===== src/rtl/noc_sched_pkg.sv =====
`default_nettype none
// ============================================================================
// Module      : noc_sched_pkg
// Description : Shared state encoding and width constants for the NoC schedulers.
// Revision    : 1.0
// ============================================================================
package noc_sched_pkg;

    localparam int c_LEN_WIDTH     = 8;
    localparam int c_DEFICIT_WIDTH = c_LEN_WIDTH + 1;

    typedef enum logic [0:0] {
        ST_IDLE  = 1'b0,
        ST_BURST = 1'b1
    } sched_state_t;

endpackage
`default_nettype wire


===== src/rtl/drr_packet_scheduler_if.sv =====
`default_nettype none
// ============================================================================
// Module      : drr_packet_scheduler_if
// Description : Request/grant bundle between the input channels and the DRR scheduler.
// Revision    : 1.0
// ============================================================================
interface drr_packet_scheduler_if #(
    parameter int CHANNEL_NUMBER       = 5,
    parameter int CHANNEL_NUMBER_WIDTH = $clog2(CHANNEL_NUMBER),
    parameter int LEN_WIDTH            = 8,
    parameter int QUANTUM_WIDTH        = 8
);
    logic [CHANNEL_NUMBER-1:0]                    req_valid;
    logic [CHANNEL_NUMBER-1:0][LEN_WIDTH-1:0]     pkt_len;
    logic [CHANNEL_NUMBER-1:0][QUANTUM_WIDTH-1:0] quantum;
    logic                                         beat_accept;
    logic                                         grant_valid;
    logic [CHANNEL_NUMBER_WIDTH-1:0]              grant_idx;
    logic [LEN_WIDTH-1:0]                         beats_left;

    modport master (
        output req_valid, pkt_len, quantum, beat_accept,
        input  grant_valid, grant_idx, beats_left
    );

    modport slave (
        input  req_valid, pkt_len, quantum, beat_accept,
        output grant_valid, grant_idx, beats_left
    );
endinterface
`default_nettype wire


===== src/rtl/rr_next_finder.sv =====
`default_nettype none
// ============================================================================
// Module      : rr_next_finder
// Description : Finds the first set request after a start index, wrapping, start last.
// Revision    : 1.0
// ============================================================================
module rr_next_finder #(
    parameter int CHANNEL_NUMBER       = 5,
    parameter int CHANNEL_NUMBER_WIDTH = $clog2(CHANNEL_NUMBER)
) (
    input  wire [CHANNEL_NUMBER-1:0]       i_req,
    input  wire [CHANNEL_NUMBER_WIDTH-1:0] i_start,
    output logic [CHANNEL_NUMBER_WIDTH-1:0] o_next,
    output logic                            o_found
);

    logic [CHANNEL_NUMBER_WIDTH-1:0] w_idx;

    // Walk from the farthest offset down so the nearest hit is the last writer.
    always_comb begin
        o_next  = '0;
        o_found = 1'b0;
        w_idx   = '0;
        for (int k = CHANNEL_NUMBER; k >= 1; k--) begin
            w_idx = CHANNEL_NUMBER_WIDTH'((int'(i_start) + k) % CHANNEL_NUMBER);
            if (i_req[w_idx]) begin
                o_next  = w_idx;
                o_found = 1'b1;
            end
        end
    end

endmodule
`default_nettype wire


===== src/rtl/drr_packet_scheduler.sv =====
`default_nettype none
// ============================================================================
// Module      : drr_packet_scheduler
// Description : Deficit round-robin packet scheduler granting whole packets per channel.
// Revision    : 1.0
// ============================================================================
module drr_packet_scheduler
    import noc_sched_pkg::*;
#(
    parameter int CHANNEL_NUMBER       = 5,
    parameter int CHANNEL_NUMBER_WIDTH = $clog2(CHANNEL_NUMBER),
    parameter int LEN_WIDTH            = c_LEN_WIDTH,
    parameter int QUANTUM_WIDTH        = 8,
    parameter int DEFICIT_WIDTH        = LEN_WIDTH + 1
) (
    input wire clk,
    input wire rst_n,
    drr_packet_scheduler_if.slave bus
);

    localparam int c_SUM_WIDTH =
        ((DEFICIT_WIDTH > QUANTUM_WIDTH) ? DEFICIT_WIDTH : QUANTUM_WIDTH) + 1;

    sched_state_t                                  r_state, w_state;
    logic [CHANNEL_NUMBER_WIDTH-1:0]               r_ptr, w_ptr;
    logic [CHANNEL_NUMBER_WIDTH-1:0]               r_grant_idx, w_grant_idx;
    logic                                          r_fresh, w_fresh;
    logic                                          r_grant_valid, w_grant_valid;
    logic [LEN_WIDTH-1:0]                          r_beats_left, w_beats_left;
    logic [CHANNEL_NUMBER-1:0][DEFICIT_WIDTH-1:0]  r_deficit, w_deficit;

    logic [CHANNEL_NUMBER_WIDTH-1:0] w_next_ptr;
    logic                            w_found;
    logic                            w_req_at_ptr;
    logic [LEN_WIDTH-1:0]            w_eff_len;
    logic [QUANTUM_WIDTH-1:0]        w_eff_quantum;
    logic [DEFICIT_WIDTH-1:0]        w_cur_deficit;
    logic [DEFICIT_WIDTH-1:0]        w_len_ext;
    logic [c_SUM_WIDTH-1:0]          w_sum;
    logic [DEFICIT_WIDTH-1:0]        w_sat_sum;

    rr_next_finder #(
        .CHANNEL_NUMBER       (CHANNEL_NUMBER),
        .CHANNEL_NUMBER_WIDTH (CHANNEL_NUMBER_WIDTH)
    ) u_finder (
        .i_req   (bus.req_valid),
        .i_start (r_ptr),
        .o_next  (w_next_ptr),
        .o_found (w_found)
    );

    // Zero length or zero quantum is promoted to one so every channel makes progress.
    always_comb begin
        w_req_at_ptr  = bus.req_valid[r_ptr];
        w_eff_len     = (bus.pkt_len[r_ptr] == '0) ? LEN_WIDTH'(1) : bus.pkt_len[r_ptr];
        w_eff_quantum = (bus.quantum[r_ptr] == '0) ? QUANTUM_WIDTH'(1) : bus.quantum[r_ptr];
        w_cur_deficit = r_deficit[r_ptr];
        w_len_ext     = DEFICIT_WIDTH'(w_eff_len);
        w_sum         = c_SUM_WIDTH'(w_cur_deficit) + c_SUM_WIDTH'(w_eff_quantum);
        w_sat_sum     = (w_sum > c_SUM_WIDTH'({DEFICIT_WIDTH{1'b1}})) ?
                        {DEFICIT_WIDTH{1'b1}} : w_sum[DEFICIT_WIDTH-1:0];
    end

    always_comb begin
        w_state       = r_state;
        w_ptr         = r_ptr;
        w_fresh       = r_fresh;
        w_deficit     = r_deficit;
        w_beats_left  = r_beats_left;
        w_grant_valid = r_grant_valid;
        w_grant_idx   = r_grant_idx;
        case (r_state)
            ST_IDLE: begin
                if (|bus.req_valid) begin
                    if (!w_req_at_ptr) begin
                        w_deficit[r_ptr] = '0;
                        if (w_found) w_ptr = w_next_ptr;
                        w_fresh = 1'b1;
                    end else if (r_fresh) begin
                        w_deficit[r_ptr] = w_sat_sum;
                        w_fresh = 1'b0;
                    end else if (w_cur_deficit >= w_len_ext) begin
                        w_deficit[r_ptr] = w_cur_deficit - w_len_ext;
                        w_beats_left  = w_eff_len;
                        w_grant_valid = 1'b1;
                        w_grant_idx   = r_ptr;
                        w_state       = ST_BURST;
                    end else begin
                        if (w_found) w_ptr = w_next_ptr;
                        w_fresh = 1'b1;
                    end
                end
            end
            ST_BURST: begin
                if (bus.beat_accept) begin
                    if (r_beats_left == LEN_WIDTH'(1)) begin
                        w_beats_left  = '0;
                        w_grant_valid = 1'b0;
                        w_state       = ST_IDLE;
                    end else begin
                        w_beats_left = r_beats_left - LEN_WIDTH'(1);
                    end
                end
            end
            default: w_state = ST_IDLE;
        endcase
    end

    always_ff @(posedge clk or negedge rst_n) begin
        if (!rst_n) begin
            r_state       <= ST_IDLE;
            r_ptr         <= '0;
            r_fresh       <= 1'b1;
            r_deficit     <= '0;
            r_beats_left  <= '0;
            r_grant_valid <= 1'b0;
            r_grant_idx   <= '0;
        end else begin
            r_state       <= w_state;
            r_ptr         <= w_ptr;
            r_fresh       <= w_fresh;
            r_deficit     <= w_deficit;
            r_beats_left  <= w_beats_left;
            r_grant_valid <= w_grant_valid;
            r_grant_idx   <= w_grant_idx;
        end
    end

    assign bus.grant_valid = r_grant_valid;
    assign bus.grant_idx   = r_grant_idx;
    assign bus.beats_left  = r_beats_left;

endmodule
`default_nettype wire

===== src/flat_wrapper.sv =====
// flat-port wrapper written by rule: the top's interface ports become plain ports
module drr_packet_scheduler_flat import noc_sched_pkg::*;
#(
    parameter int CHANNEL_NUMBER       = 5,
    parameter int CHANNEL_NUMBER_WIDTH = $clog2(CHANNEL_NUMBER),
    parameter int LEN_WIDTH            = c_LEN_WIDTH,
    parameter int QUANTUM_WIDTH        = 8,
    parameter int DEFICIT_WIDTH        = LEN_WIDTH + 1
)
  (clk, rst_n, bus_req_valid, bus_pkt_len, bus_quantum, bus_beat_accept, bus_grant_valid, bus_grant_idx, bus_beats_left);
  drr_packet_scheduler_if #(.CHANNEL_NUMBER(CHANNEL_NUMBER), .CHANNEL_NUMBER_WIDTH(CHANNEL_NUMBER_WIDTH), .LEN_WIDTH(LEN_WIDTH), .QUANTUM_WIDTH(QUANTUM_WIDTH)) bus_i ();
  input wire clk;
  input wire rst_n;
  input wire logic [$bits(bus_i.req_valid)-1:0] bus_req_valid;
  input wire logic [$bits(bus_i.pkt_len)-1:0] bus_pkt_len;
  input wire logic [$bits(bus_i.quantum)-1:0] bus_quantum;
  input wire logic [$bits(bus_i.beat_accept)-1:0] bus_beat_accept;
  output wire logic [$bits(bus_i.grant_valid)-1:0] bus_grant_valid;
  output wire logic [$bits(bus_i.grant_idx)-1:0] bus_grant_idx;
  output wire logic [$bits(bus_i.beats_left)-1:0] bus_beats_left;
  assign bus_i.req_valid = bus_req_valid;
  assign bus_i.pkt_len = bus_pkt_len;
  assign bus_i.quantum = bus_quantum;
  assign bus_i.beat_accept = bus_beat_accept;
  assign bus_grant_valid = bus_i.grant_valid;
  assign bus_grant_idx = bus_i.grant_idx;
  assign bus_beats_left = bus_i.beats_left;
  drr_packet_scheduler #(.CHANNEL_NUMBER(CHANNEL_NUMBER), .CHANNEL_NUMBER_WIDTH(CHANNEL_NUMBER_WIDTH), .LEN_WIDTH(LEN_WIDTH), .QUANTUM_WIDTH(QUANTUM_WIDTH), .DEFICIT_WIDTH(DEFICIT_WIDTH)) u_core (.clk(clk), .rst_n(rst_n), .bus(bus_i));
endmodule

===== config.mk =====
export PLATFORM = sky130hd
export DESIGN_NAME = drr_packet_scheduler_flat
export DESIGN_NICKNAME = d
export VERILOG_FILES = /design/src/rtl/noc_sched_pkg.sv /design/src/rtl/drr_packet_scheduler_if.sv /design/src/rtl/rr_next_finder.sv /design/src/rtl/drr_packet_scheduler.sv /design/src/flat_wrapper.sv
export SDC_FILE = /design/constraint.sdc
export NUM_CORES = 1
export LEC_CHECK = 0
export CAP_MARGIN = 20
export CORE_ASPECT_RATIO = 0.9
export CORE_UTILIZATION = 45
export CTS_CLUSTER_DIAMETER = 200
export DETAILED_ROUTE_END_ITERATION = 7
export GPL_TIMING_DRIVEN = 0
export HOLD_SLACK_MARGIN = 0.08
export PLACE_DENSITY_LB_ADDON = 0.3
export REMOVE_ABC_BUFFERS = 1
export SYNTH_ARGS = -nofsm -noshare
export SYNTH_HDL_FRONTEND = slang
export SYNTH_SLANG_ARGS = --single-unit

===== constraint.sdc =====
create_clock -name clk -period 7.6 [get_ports clk]
set_input_delay 0.76 -clock clk [delete_from_list [all_inputs] [get_ports clk]]
set_output_delay 0.76 -clock clk [all_outputs]
set_load 0.1 [all_outputs]

# [Word level (Yosys, flattened, before mapping)]
# Cells that the tools add are included.
[word_totals] input_bits=88 ff_bits=62 out_inout_bits=12 word_cells=123
[op_classes] magnitude_cmp=9 reduce_logical=10 n_eq_ne=10 div=5 n_mux=66 n_addsub=8 bitwise=4
[op_table] op="remainder unit 32 x 4 -> 32 bit (second input constant)" count=5
[op_table] op="2-to-1 mux 45 bit" count=3
[op_table] op="bitwise mux 45 bit" count=2
[op_table] op="2-to-1 mux 8 bit" count=10
[op_table] op="binary-select mux 8 bit (select 3 bit)" count=2
[op_table] op="AND 45 bit" count=1
[op_table] op="NOT 45 bit" count=1
[op_table] op="binary-select mux 9 bit (select 3 bit)" count=1
[op_table] op="demux 9 bit (select 3 bit)" count=1
[op_table] op="2-to-1 mux 3 bit" count=9
[op_table] op="2-to-1 mux 9 bit" count=3
[op_table] op="2-to-1 mux 1 bit" count=26
[op_table] op="< comparator 3 x 4 -> 1 bit (second input constant)" count=6
[op_table] op="binary-select mux 1 bit (select 3 bit)" count=6
[op_table] op="zero test 8 bit" count=2
[op_table] op="one-hot mux 8 bit (2 select lines)" count=1
[op_table] op="adder 9 x 8 -> 10 bit" count=1
[op_table] op="> comparator 10 x 9 -> 1 bit (second input constant)" count=1
[op_table] op="inequality test 2 bit (second input constant)" count=5
[op_table] op="AND reduction 5 bit" count=2
[op_table] op="greater-or-equal comparator 9 x 8 -> 1 bit" count=1
[op_table] op="subtractor 9 x 8 -> 9 bit" count=1
[op_table] op="adder 3 x 2 -> 4 bit (second input constant)" count=2
[op_table] op="adder 3 x 3 -> 4 bit (second input constant)" count=2
[op_table] op="14 further kinds" count=18

# [Longest topological paths before layout]
# Gate-level depths: netlist of the first run.
[depth] ltp_word=13 depth_mapped=23 depth_no_buf=19

# [Hierarchy]
# A second synthesis of the first run with hierarchy kept.
[unflattened] hier_cells=763 area_unflattened_um2=6560.0
[modules_own_cells] module="drr_packet_scheduler" area_per_inst_um2=4718.3 instances=1 seq_area_each_um2=1552.7 cells_per_inst=526
[modules_own_cells] module="rr_next_finder" area_per_inst_um2=1841.8 instances=1 seq_area_each_um2=0.0 cells_per_inst=237

# [Worst setup path after synthesis of the first run]
# No wires, ideal clock.
[synth_timing] path_type="register -> register" start="register u_core.r_ptr[0]" end="register u_core.r_deficit[31] (netlist bit)" t_arrival_ns=4.534 n_path_buf=9 synth_period_minus_slack_ns=4.662 setup_time_ns=0.128 path_stages_with_launch=20 t_required_ns=7.472 path_slack_ns=2.938 cell_sequence="dfrtp_1 -> buf_6 -> buf_12 -> buf_2 -> clkbuf_8 -> buf_2 -> buf_1 -> clkbuf_1 -> mux2i_1 -> o22ai_1 -> ha_1 -> o21a_1 -> o21a_1 -> o21ba_2 -> o31ai_4 -> nand3_1 -> and4_1 -> clkbuf_1 -> buf_2 -> mux2_1"
[synth_via] elab_chain_len=10 elab_cells_between_ends=31 cone_classes="2 x add/sub; 4 x order compare; 1 x eq/ne; 18 x mux; 2 x bitwise; 4 x reduce/logical"
[synth_lines] item="start, declared" line="drr_packet_scheduler.sv:25" rtl="logic [CHANNEL_NUMBER_WIDTH-1:0] r_ptr, w_ptr;"
[synth_lines] item="start signal, assigned" line="drr_packet_scheduler.sv:120" rtl="r_ptr <= w_ptr;"
[synth_lines] item="binary-select mux 8 bit (select 3 bit)" line="drr_packet_scheduler.sv:56" rtl="w_eff_quantum = (bus.quantum[r_ptr] == '0) ? QUANTUM_WIDTH'(1) : bus.quantum[r_ptr];"
[synth_lines] item="2-to-1 mux 8 bit (not written as such)" line="drr_packet_scheduler.sv:56"
[synth_lines] item="zero test 8 bit" line="drr_packet_scheduler.sv:56"
[synth_lines] item="2-to-1 mux 8 bit" line="drr_packet_scheduler.sv:56"
[synth_lines] item="adder 9 x 8 -> 10 bit" line="drr_packet_scheduler.sv:59" rtl="w_sum = c_SUM_WIDTH'(w_cur_deficit) + c_SUM_WIDTH'(w_eff_quantum);"
[synth_lines] item="> comparator 10 x 9 -> 1 bit" line="drr_packet_scheduler.sv:60" rtl="w_sat_sum = (w_sum > c_SUM_WIDTH'({DEFICIT_WIDTH{1'b1}})) ?"
[synth_lines] item="2-to-1 mux 9 bit" line="drr_packet_scheduler.sv:60"
[synth_lines] item="bitwise mux 45 bit" line="drr_packet_scheduler.sv:80" rtl="w_deficit[r_ptr] = w_sat_sum;"
[synth_lines] item="2-to-1 mux 45 bit" line="drr_packet_scheduler.sv:79" rtl="end else if (r_fresh) begin"
[synth_lines] item="2-to-1 mux 45 bit" line="drr_packet_scheduler.sv:75" rtl="if (!w_req_at_ptr) begin"
[synth_lines] item="end signal, assigned" line="drr_packet_scheduler.sv:122" rtl="r_deficit <= w_deficit;"
[synth_lines] item="end, declared" line="drr_packet_scheduler.sv:30" rtl="logic [CHANNEL_NUMBER-1:0][DEFICIT_WIDTH-1:0] r_deficit, w_deficit;"
# Parallel ways exist; a longest one is shown, timed or not. The select of a mux whose other input is x is not followed.
# A chain may end at the register's enable or synchronous reset.

# [Worst setup path in the final report of the first run]
[layout_timing] start="register u_core.r_ptr[0]" end="register u_core.r_deficit[5] (netlist bit)"
# Same word-level chain as after synthesis.

==> impl.org, run 1 <==
** Outcome
- Run status :: complete, no violations

** Detailed routing
- Count of antenna-violating nets left after detailed routing :: 0
- Wires add up to 18100 µm.
- The first routing iteration left 435 violations.
- Number of iterations in the first detailed-routing pass :: 5
- The final route contains 5890 vias.
- DR DRC count :: 0
- After detailed routing, the average wire length per cell comes to 18.9 µm.
- Drt via density :: 6.15

** Placed design
- Last weighted congestion value of the routability-driven placer :: 0.926
- In this run the cell area measured after placement is 0.00746 mm².
- Half-perimeter wire length of the detailed placement result :: 13300 µm
- Port-buffer cells :: 99

** CTS
- The clock passes through at most 2 buffers.
- The number of clock buffers added by TritonCTS is 9.
- For this design, the sink count on the clock tree is 62.
- Clock root cell :: clkbuf_16
- Clock transition time at the flip-flop clock pins of the worst setup and hold paths :: 0.06 ns
- Hold repair after CTS inserted 0 buffers.
- TritonCTS clock tree :: yes
- Number of setup buffers added after CTS :: 0
- Resize count post-CTS :: 0
- The H-tree was split into 3 levels.
- Clock latency at the later pin of the worst-skew pair :: 0.33 ns

** Global route
- Initial antenna violation count :: 0
- Global router's overall resource usage :: 0.249
- For this run the aggregate overflow at the end of global routing stands at 0.
- Wire length of the first global-routing pass :: 29100 µm
- Vias in the first global route :: 5765
- Entering global routing, the biggest net connects 41 pins.

** Critical path
- In this run the worst setup path begins at u_core.r_ptr[0].
- For the worst setup path, the data required time is 7.77 ns.
- Top Family by Delay on Critical Path :: compound AO/OA/AOI/OAI gates
- Capturing element of the worst setup path :: u_core.r_deficit[5]
- The critical path runs through a total of 17 cells.
- In this run the critical register-to-register path is launched from u_core.r_ptr[0].
- The worst setup path is of the register to register kind.
- Delay contributed by the slowest stage of the critical path :: 0.80 ns
- STA classifies the critical path endpoint as a register.
- Reg2reg end :: u_core.r_deficit[5]
- For the worst setup path, the data arrival time is 5.70 ns.
- STA classifies the critical path startpoint as a register.
- Setup slack on the worst reg-to-reg path comes out at 2.07 ns.
- Critical path, cell by cell :: inv_2 -> nor2_1 -> a21oi_1 -> o22ai_1 -> nor3_1 -> nand4bb_1 -> nand2_1 -> ha_1 -> a21o_1 -> a21oi_1 -> o21ai_0 -> a21oi_1 -> o21bai_1 -> a21oi_1 -> o21ai_0 -> a211oi_1 -> o21ai_0
- In this design, the critical path's most frequently occurring cell is a21oi_1.
- Max Fanout on Critical Path :: 40
- Counting both buffers and inverters, the worst setup path holds a total of 1.
- The number of cells on the worst reg-to-reg path is 17.
- The slowest stage of the critical path is the dfrtp_4 cell.

** Logic synthesis
- Yosys mapped a number of flops with a built-in enable equal to 0.
- The mapped netlist covers 0.00638 mm².
- In the synthesized netlist, the number of instances is 687.
- By area the synthesized netlist is led by dfrtp_1 (24%), ha_1 (8.2%), mux4_2 (6.0%).
- Share of flip-flops with an asynchronous set or reset after synthesis :: 1.00
- A synthesized cell averages 9.29 µm².
- Number of warning messages in the yosys log :: 0
- Seq cells post-synth :: 62
- Number of library cell types mapped by synthesis :: 97
- Top-count cell post-synth :: dfrtp_1
- Proportion of synthesized chip area in sequential cells :: 0.243
- The share of synthesized area in the top cell type comes to 0.239.
- Most frequently used flop master after synthesis :: dfrtp_1
- Top cells by count, synth :: dfrtp_1 (61), nor2_1 (44), ha_1 (42), o21ai_0 (42), inv_1 (38)
- dfrtp_1 takes more of the synthesized area than any other cell.

** Timing
- RSZ-0062 raised after global routing :: false
- Dividing the final minimum period by the clock period gives 0.728.
- Setup skew after layout :: 0.00596 ns
- For the pin with the worst max-slew slack, the measured transition is 0.983 ns.
- The final-report max-slew violation count is 0.
- Setup violations, final :: 0
- Post-layout min period :: 5.53 ns
- Number of hold violations in the final report :: 0
- In this run the tightest slew margin relative to its limit is 0.342.
- For this run, the top clock speed supported by timing is 181 MHz.

** Finish
- The finished cells cover 0.00779 mm².
- The filler cells instantiated in the layout total 1182.
- Area grow syn2layout :: 22.0%
- Final antenna diode count :: 0
- Fraction of final layout cells sized beyond drive strength 1 :: 0.130
- In the final design database the tool counted 896 nets.

** Die
- The floorplan step defined a die boundary enclosing 0.0147 mm².
- In this run the core area contains 40 standard-cell rows.
- IO Count :: 100
- The floorplan step defined a core boundary enclosing 0.0136 mm².
- Chip width :: 128 µm
- For this configuration, the core starts out at a cell density of 0.469.
- Measured along the y axis, the die boundary spans 115 µm.

** Hold path
- The min-delay analysis places its worst path in the category input port to asynchronous set/reset pin.

** Run
- Maxcap violations :: 0
worst min path at each step:
stage / start / endpoint / cells after the start
after floorplan: u_core.r_deficit[23] / u_core.r_deficit[23] / 2
after detailed placement: u_core.r_deficit[6] / u_core.r_deficit[6] / 2
after CTS: rst_n / u_core.r_deficit[8] / 1
final: rst_n / u_core.r_deficit[8] / 1
after global routing: u_core.r_deficit[6] / u_core.r_deficit[6] / 2
after global placement: u_core.bus.grant_valid / u_core.bus.grant_valid / 1
registers in the layout, summed over array words and instances (netlist names):
register,flops
u_core.r_state,1
u_core.bus.beats_left,8
u_core.r_deficit,45
u_core.bus.grant_valid,1
u_core.bus.grant_idx,3
u_core.r_ptr,3
u_core.r_fresh,1
layout by cell type, fill, tap and decap left out, types with 10 or more instances in the layout:
cell type	instances
a21oi_1	31
a22o_1	32
a22oi_1	11
clkdlybuf4s50_1	98
dfrtp_1	59
ha_1	42
inv_1	38
mux2_2	12
mux2i_1	35
mux4_2	17
nand2_1	37
nand3_1	18
nor2_1	44
nor3_1	15
o211ai_1	10
o21ai_0	42
o22ai_1	16
xnor2_1	10
final cells by class:
cell class	instances	area (µm²)	area share
repair buffers	105	1090	0.140
clock buffers	9	225	0.0289
inverters	43	161	0.0207
multi-input cells	543	4410	0.566
well taps	189	236	0.0304
flip-flops and latches	62	1560	0.200
clock inverters	7	106	0.0137
cell families (layout without fill, tap and decap cells):
| logic type | Yosys count | count (layout) | share of synthesized area |
|---|---|---|---|
| AO/OA/AOI/OAI | 227 | 227 | 0.274 |
| AND/OR/NAND/NOR | 188 | 188 | 0.158 |
| buffers and inverters | 82 | 164 | 0.0667 |
| multiplexers | 68 | 68 | 0.145 |
| flip-flops | 62 | 62 | 0.243 |
| adder cells (fa/ha/maj) | 44 | 44 | 0.0886 |
| XOR/XNOR | 16 | 16 | 0.0243 |
stage by stage:
step | std cells | TNS [ns] | setup WS, ns | util | hold slack [ns]
floorplan | 648 | 0 | 1.62 | - | 0.449
global placement | 936 | -4.78 | -0.258 | 0.540 | 0.464
detailed placement | 942 | 0 | 2.18 | 0.548 | 0.472
CTS | 958 | 0 | 2.12 | 0.572 | 0.484
global route | 958 | 0 | 1.59 | 0.572 | 0.503
finish | 958 | 0 | 2.07 | 0.572 | 0.476
layer usage:
metal	wire length, µm	vias to the layer above	share of wire	track usage
met5	0	-	0	0
li1	-	2767	-	-
met1	8070	2887	0.45	0.340
met3	1110	17	0.061	0.0377
met4	167	0	0.0092	0.0556
met2	8770	219	0.48	0.418
Power of run 1 is not shown: default switching activity piles up to over one toggle a cycle in this logic, so the estimate is an artifact.
==> run 2: changes to the inputs <==
Clock period 7.6 ns to 5.8 ns, I/O delays scaled along.
==> run 2 against run 1 <==
Compared with the run above: critical path depth decreased by 1; largest cell class unchanged; via count is 0.32% lower; routed wire length is essentially flat; global-route usage is the same; critical endpoint is now u_core.r_ptr[1]; flip-flop and latch count stayed put; die area did not move; first-iteration DRC count grew 1.4%.
==> impl.org, run 2 (synthesis gave the netlist of run 1 again) <==
** Critical path
- The critical path crosses 16 cells after its start point.
- Counting stages on the worst path, the most repeated cell is ha_1.
- STA classifies the critical path endpoint as a register.
- Crit path arrival time :: 5.53 ns
- Endpoint required time on the critical path :: 6.00 ns
- Counting both buffers and inverters, the worst setup path holds a total of 1.
- Max Fanout on Critical Path :: 40
- Slowest library cell on the worst path :: dfrtp_4
- STA classifies the critical path startpoint as a register.
- Reg2reg end :: u_core.r_ptr[1]
- Critical path, cell by cell :: inv_2 -> ha_1 -> ha_1 -> nor2_1 -> a21oi_1 -> xnor2_1 -> ha_1 -> nor2_1 -> o21ai_1 -> a21oi_1 -> a311oi_1 -> nor2b_2 -> a221oi_2 -> and3b_1 -> o221ai_2 -> o21ai_0
- Capturing element of the worst setup path :: u_core.r_ptr[1]
- The setup path with the least slack is of type register to register.
- Count of cells along the worst register-to-register path :: 16
- In this design, the stage delay of the slowest critical-path cell is 0.80 ns.
- The setup check on the worst reg-to-reg path leaves a slack of 0.47 ns.
- Top Family by Delay on Critical Path :: compound AO/OA/AOI/OAI gates
- The most critical setup path has its startpoint at u_core.r_ptr[0].
- Worst reg2reg path startpoint :: u_core.r_ptr[0]

** CTS
- Clock root cell :: clkbuf_16
- Clock tree synthesis found a total of 62 sinks.
- Quantity of hold-fixing buffers added after cts :: 0
- Number of setup buffers added after CTS :: 0
- Clock latency at the later pin of the worst-skew pair :: 0.34 ns
- In this run, post-CTS repair resized a total of 0 instances.
- TritonCTS clock tree :: yes
- Clock transition time at the flip-flop clock pins of the worst setup and hold paths :: 0.06 ns
- CTS built an H-tree with a depth of 3.
- TritonCTS created 9 clock buffers.
- Number of buffers on the longest clock path :: 2

** Die
- After floorplanning, the core was sized to cover 0.0136 mm².
- Die footprint :: 0.0147 mm²
- Number of standard-cell rows in the floorplan :: 40
- Starting density of the core :: 0.469
- From bottom edge to top edge, the die measures 115 µm.
- The die is 128 µm wide.
- 100 I/O pins were placed.

** Global route
- Global routing finished with a remaining overflow of 0.
- Entering global routing, the biggest net connects 41 pins.
- The first global-routing pass estimated 29100 µm of wire.
- Initial antenna violation count :: 0
- Vias in the first global route :: 5765
- Global router's overall resource usage :: 0.249

** Detailed routing
- The detailed router placed 5871 vias in this run.
- DR DRC count :: 0
- In this run, the number of DRC markers left after iteration 0 of detailed routing was 441.
- Drt via density :: 6.13
- Number of iterations in the first detailed-routing pass :: 5
- Drt wl/cell :: 18.9 µm
- The count of nets left with antenna violations once routing finished came out at 0.
- For this block, the routed nets add up to 18100 µm of wire.

** Finish
- Final antenna diode count :: 0
- Summing all multi-input logic gate instances after layout gives 0.00441 mm².
- Fin nets :: 896
- In the final layout, the share of cells above drive strength 1 is 0.133.
- Filler cell count in the final layout :: 1182
- More flip-flops sit in one register than any other, and that register is u_core.r_deficit.
- Commonest cells after routing, fill and taps aside :: clkdlybuf4s50_1 (98), dfrtp_1 (58), nor2_1 (43), o21ai_0 (42), ha_1 (42)
- Leaving out fill and tap cells, the most frequent cell in the layout is clkdlybuf4s50_1.
- The sequential cells in the finished layout cover a total of 0.00156 mm².
- Max reg flops :: 45
- Area grow syn2layout :: 22.1%

** Timing
- Counting I/O delays and the setup requirement, the final critical path takes 5.33 ns.
- Timing would allow up to 187 MHz.
- Number of hold violations in the final report :: 0
- RSZ-0062 raised after global routing :: false
- The tightest hold path in the finished design has a slack of 0.297 ns.
- Headroom to the max-slew limit :: 0.342
- Actual slew at the worst max-slew pin :: 0.983 ns
- The final-report max-slew violation count was 0.
- Dividing the final minimum period by the clock period gives 0.920.
- Setup violations, final :: 0
- Final WS setup :: 0.466 ns
- Setup tns final :: 0 ns
- On the final layout, the worst clock skew is 0.00841 ns.

** Placed design
- During placement, the flow inserted port buffers numbering 99.
- The HPWL after detailed placement is 13300 µm.
- Last weighted congestion value of the routability-driven placer :: 0.926
- Post-placement setup slack :: 0.376 ns

** Run
- Maxcap violations :: 0

** Outcome
- Run status :: complete, no violations

** Hold path
- The min-delay analysis places its worst path in the category input port to asynchronous set/reset pin.
## run 2: worst min-delay path by stage
| stage | startpoint | to | slack (ns) |
|---|---|---|---|
| after floorplan | rst_n | u_core.bus.beats_left[0] | 0.28 |
| after global placement | u_core.bus.grant_valid | u_core.bus.grant_valid | 0.46 |
| after detailed placement | u_core.r_deficit[6] | u_core.r_deficit[6] | 0.47 |
| after CTS | rst_n | u_core.r_deficit[8] | 0.30 |
| after global routing | rst_n | u_core.r_deficit[8] | 0.33 |
| final | rst_n | u_core.r_deficit[8] | 0.30 |
## run 2: worst register-to-register path, delay by kind of cell (launching register included)
| kind | cells | cell delay, ns |
|---|---|---|
| adders and majority gates | 3 | 1.47 |
| AOI/OAI and AO/OA | 7 | 1.56 |
| buffers and inverters | 1 | 0.33 |
| and+or+nand+nor | 4 | 0.61 |
| DFF | 1 | 0.80 |
| xor gates and xnor gates | 1 | 0.43 |
## run 2: layout make-up
class / count / share of cell area
Clock buffer: 9 / 0.0289
Clock inverter: 7 / 0.0137
Inverter: 43 / 0.0207
Multi-Input combinational cell: 543 / 0.566
Sequential cell: 62 / 0.200
Tap cell: 189 / 0.0304
Timing Repair Buffer: 105 / 0.140
## run 2: metal layers
layer / track usage / up-vias / part of all wire
li1: - / 2766 / -
met1: 0.340 / 2882 / 0.45
met2: 0.418 / 204 / 0.48
met3: 0.0377 / 19 / 0.056
met4: 0.0556 / 0 / 0.0095
met5: 0 / - / 0
## run 2: through the flow
stage / util / cell area, µm² / std cells
2_1_floorplan: - / 6120 / 648
3_3_place_gp: 0.540 / 7340 / 936
3_5_place_dp: 0.548 / 7460 / 942
4_1_cts: 0.572 / 7790 / 958
5_1_grt: 0.572 / 7790 / 958
6_report: 0.572 / 7790 / 958
Power of run 2 is left out for the same reason.
==> run 3: changes to the inputs <==
Settings changed: CELL_PAD_IN_SITES_DETAIL_PLACEMENT set to 1, CELL_PAD_IN_SITES_GLOBAL_PLACEMENT set to 1, CORE_MARGIN set to 5, CORE_UTILIZATION 45 to 32.
==> run 3 against run 2 <==
Compared with the run above: clock skew is 0.0031 ns higher; sequential share of layout area down 0.15 points; worst hold slack better by 0.020 ns; non-clock buffer count fell by 1; fmax is 1.7% lower; clock-buffer cell count up 1; critical path type unchanged; via count rose by 1.6%; flip-flop and latch count unchanged; setup slack worse by 0.090 ns; die area increased by 56%; design area grew 0.93%.
==> impl.org, run 3 (synthesis gave the netlist of run 1 again) <==
** Outcome
- Run status :: complete, no violations

** Timing
- The final hold violation count was 0.
- Post-layout min period :: 5.42 ns
- Setup violations remaining at the end of the flow were counted as 0.
- On the final layout, the worst clock skew is 0.0115 ns.
- RSZ-0062 raised after global routing :: false
- The final-report max-slew violation count was 0.
- Of the available clock period, the critical path in the final layout requires 0.935.
- Highest achievable clock rate :: 184 MHz
- At the pin with the least slew margin, the transition time is 0.994 ns.
- Headroom to the max-slew limit :: 0.335

** Finish
- Non-filler cells, final :: 1023
- In the final layout, the share of cells above drive strength 1 is 0.133.
- Final antenna diode count :: 0
- Leaving out fill and tap cells, the most frequent cell in the layout is clkdlybuf4s50_1.
- Fin nets :: 895
- Area grow syn2layout :: 23.2%
- The finished cells cover 0.00786 mm².
- More flip-flops sit in one register than any other, and that register is u_core.r_deficit.
- The top cell types in the final layout, fill and taps aside, are clkdlybuf4s50_1 (98), dfrtp_1 (58), nor2_1 (43), o21ai_0 (42), ha_1 (41).
- The register with the most flip-flops in the layout has 45 of them.

** Global route
- Global router's overall resource usage :: 0.185
- Entering global routing, the biggest net connects 43 pins.
- The total overflow left after global routing is 0.
- The first global-routing pass estimated 35000 µm of wire.
- Initial antenna violation count :: 0
- Vias in the first global route :: 6474

** Die
- IO Count :: 100
- Starting density of the core :: 0.322
- From left edge to right edge, the die measures 159 µm.
- The region available for standard cell placement spans 0.0198 mm².
- Number of standard-cell rows in the floorplan :: 49
- The floorplan step defined a die boundary enclosing 0.0229 mm².
- Floorplan die height :: 144 µm

** Critical path
- Worst path depth :: 16
- The worst setup path is launched from a register.
- The number of cells on the worst reg-to-reg path is 16.
- On the worst path, the slowest cell contributes a delay of 0.71 ns.
- The cell family contributing the most delay on the critical path is compound AO/OA/AOI/OAI gates.
- Worst reg2reg path startpoint :: u_core.r_ptr[2]
- The setup path with the least slack is of type register to register.
- Critical Path Source :: u_core.r_ptr[2]
- Count of buffering cells on the critical path with inverters included :: 1
- Slowest library cell on the worst path :: a211oi_1
- Critical path, cell by cell :: inv_2 -> nand2_1 -> o22ai_1 -> nor3_1 -> nand4bb_1 -> nand2_1 -> ha_1 -> a21o_1 -> a21oi_1 -> o21ai_0 -> a21oi_1 -> o21bai_1 -> a21oi_1 -> o21ai_0 -> a211oi_1 -> o21ai_0
- Kind of capture point of the worst setup path :: register
- Of all nets on the critical path, the largest fanout is 28.
- Endpoint required time on the critical path :: 5.97 ns
- For the worst setup path, the data arrival time is 5.60 ns.

** CTS
- Clock transition time at the flip-flop clock pins of the worst setup and hold paths :: 0.06 ns
- The clock tree synthesis step divided the H-tree into 3 levels.
- Number of setup buffers added after CTS :: 0
- For this design, the sink count on the clock tree is 62.
- Clock tree synthesis selected as its root buffer the cell clkbuf_16.
- The clock passes through at most 2 buffers.
- TritonCTS clock tree :: yes
- Num CTS Buffers :: 9
- Clock latency at the later pin of the worst-skew pair :: 0.34 ns
- Quantity of hold-fixing buffers added after cts :: 0

** Detailed routing
- DR DRC count :: 0
- Number of iterations in the first detailed-routing pass :: 5
- Summing over every cut layer, the via total after detailed routing is 5964.
- First DRT Iteration DRCs :: 334
- Dividing the detail-routed via count by the number of cells gives 5.83.
- Count of antenna-violating nets left after detailed routing :: 0
- Total wire length after detailed routing :: 21600 µm
- Dividing the detail-routed wire length by the instance count gives 21.1 µm.

** Hold path
- Kind of path behind the tightest hold check :: input port to asynchronous set/reset pin

** Placed design
- In this run the cell area measured after placement is 0.00752 mm².
- At the end of routability-driven placement, the weighted congestion stood at 0.840.
- Once placement completed, the tool counted placed cells totaling 1007.
- After legalization and detailed placement, the total HPWL measured 15900 µm.
- Port-buffer cells :: 99

** Run
- Maxcap violations :: 0
run 3: routing by layer:
layer	up-vias	GRT usage	wire length, µm
met5	-	0	0
met4	0	0.0395	294
met3	30	0.0298	940
met2	155	0.312	10300
met1	3020	0.252	10100
li1	2759	-	-
run 3: layout make-up:
| cell class | count | area, µm² |
|---|---|---|
| multi-input combinational | 543 | 4420 |
| clock buffer | 10 | 239 |
| fill | 2262 | 11900 |
| timing repair buffer | 104 | 1070 |
| inverter | 43 | 161 |
| sequential | 62 | 1560 |
| clock inverter | 6 | 92.6 |
| tap | 255 | 319 |
run 3: path summary, 6_finish.rpt:
path,slack [ns],end
worst max register to register,0.38,u_core.r_deficit[24]
min in group clk,0.49,u_core.bus.grant_valid
worst min register to register,0.49,u_core.bus.grant_valid
max in group asynchronous,4.84,u_core.r_deficit[20]
worst max-delay path,0.38,u_core.r_deficit[24]
worst min-delay path,0.32,u_core.r_deficit[8]
run 3: metrics by stage:
stage | util | hold WS (ns) | setup slack, ns | TNS (ns)
after floorplan | - | 0.284 | -0.184 | -0.362
after global placement | 0.375 | 0.465 | -2.37 | -123.88
after detailed placement | 0.380 | 0.483 | 0.0199 | 0
after CTS | 0.397 | 0.338 | 0.146 | 0
after global routing | 0.397 | 0.393 | 0.0749 | 0
final | 0.397 | 0.317 | 0.375 | 0
run 3: timing repair:
item / CTS / global route
setup endpoints to repair: 3 / 13
gates resized for setup: 1 / 3
endpoints found under the hold margin: 0 / 0
pin swaps: 0 / 0
Power of run 3 is left out for the same reason.
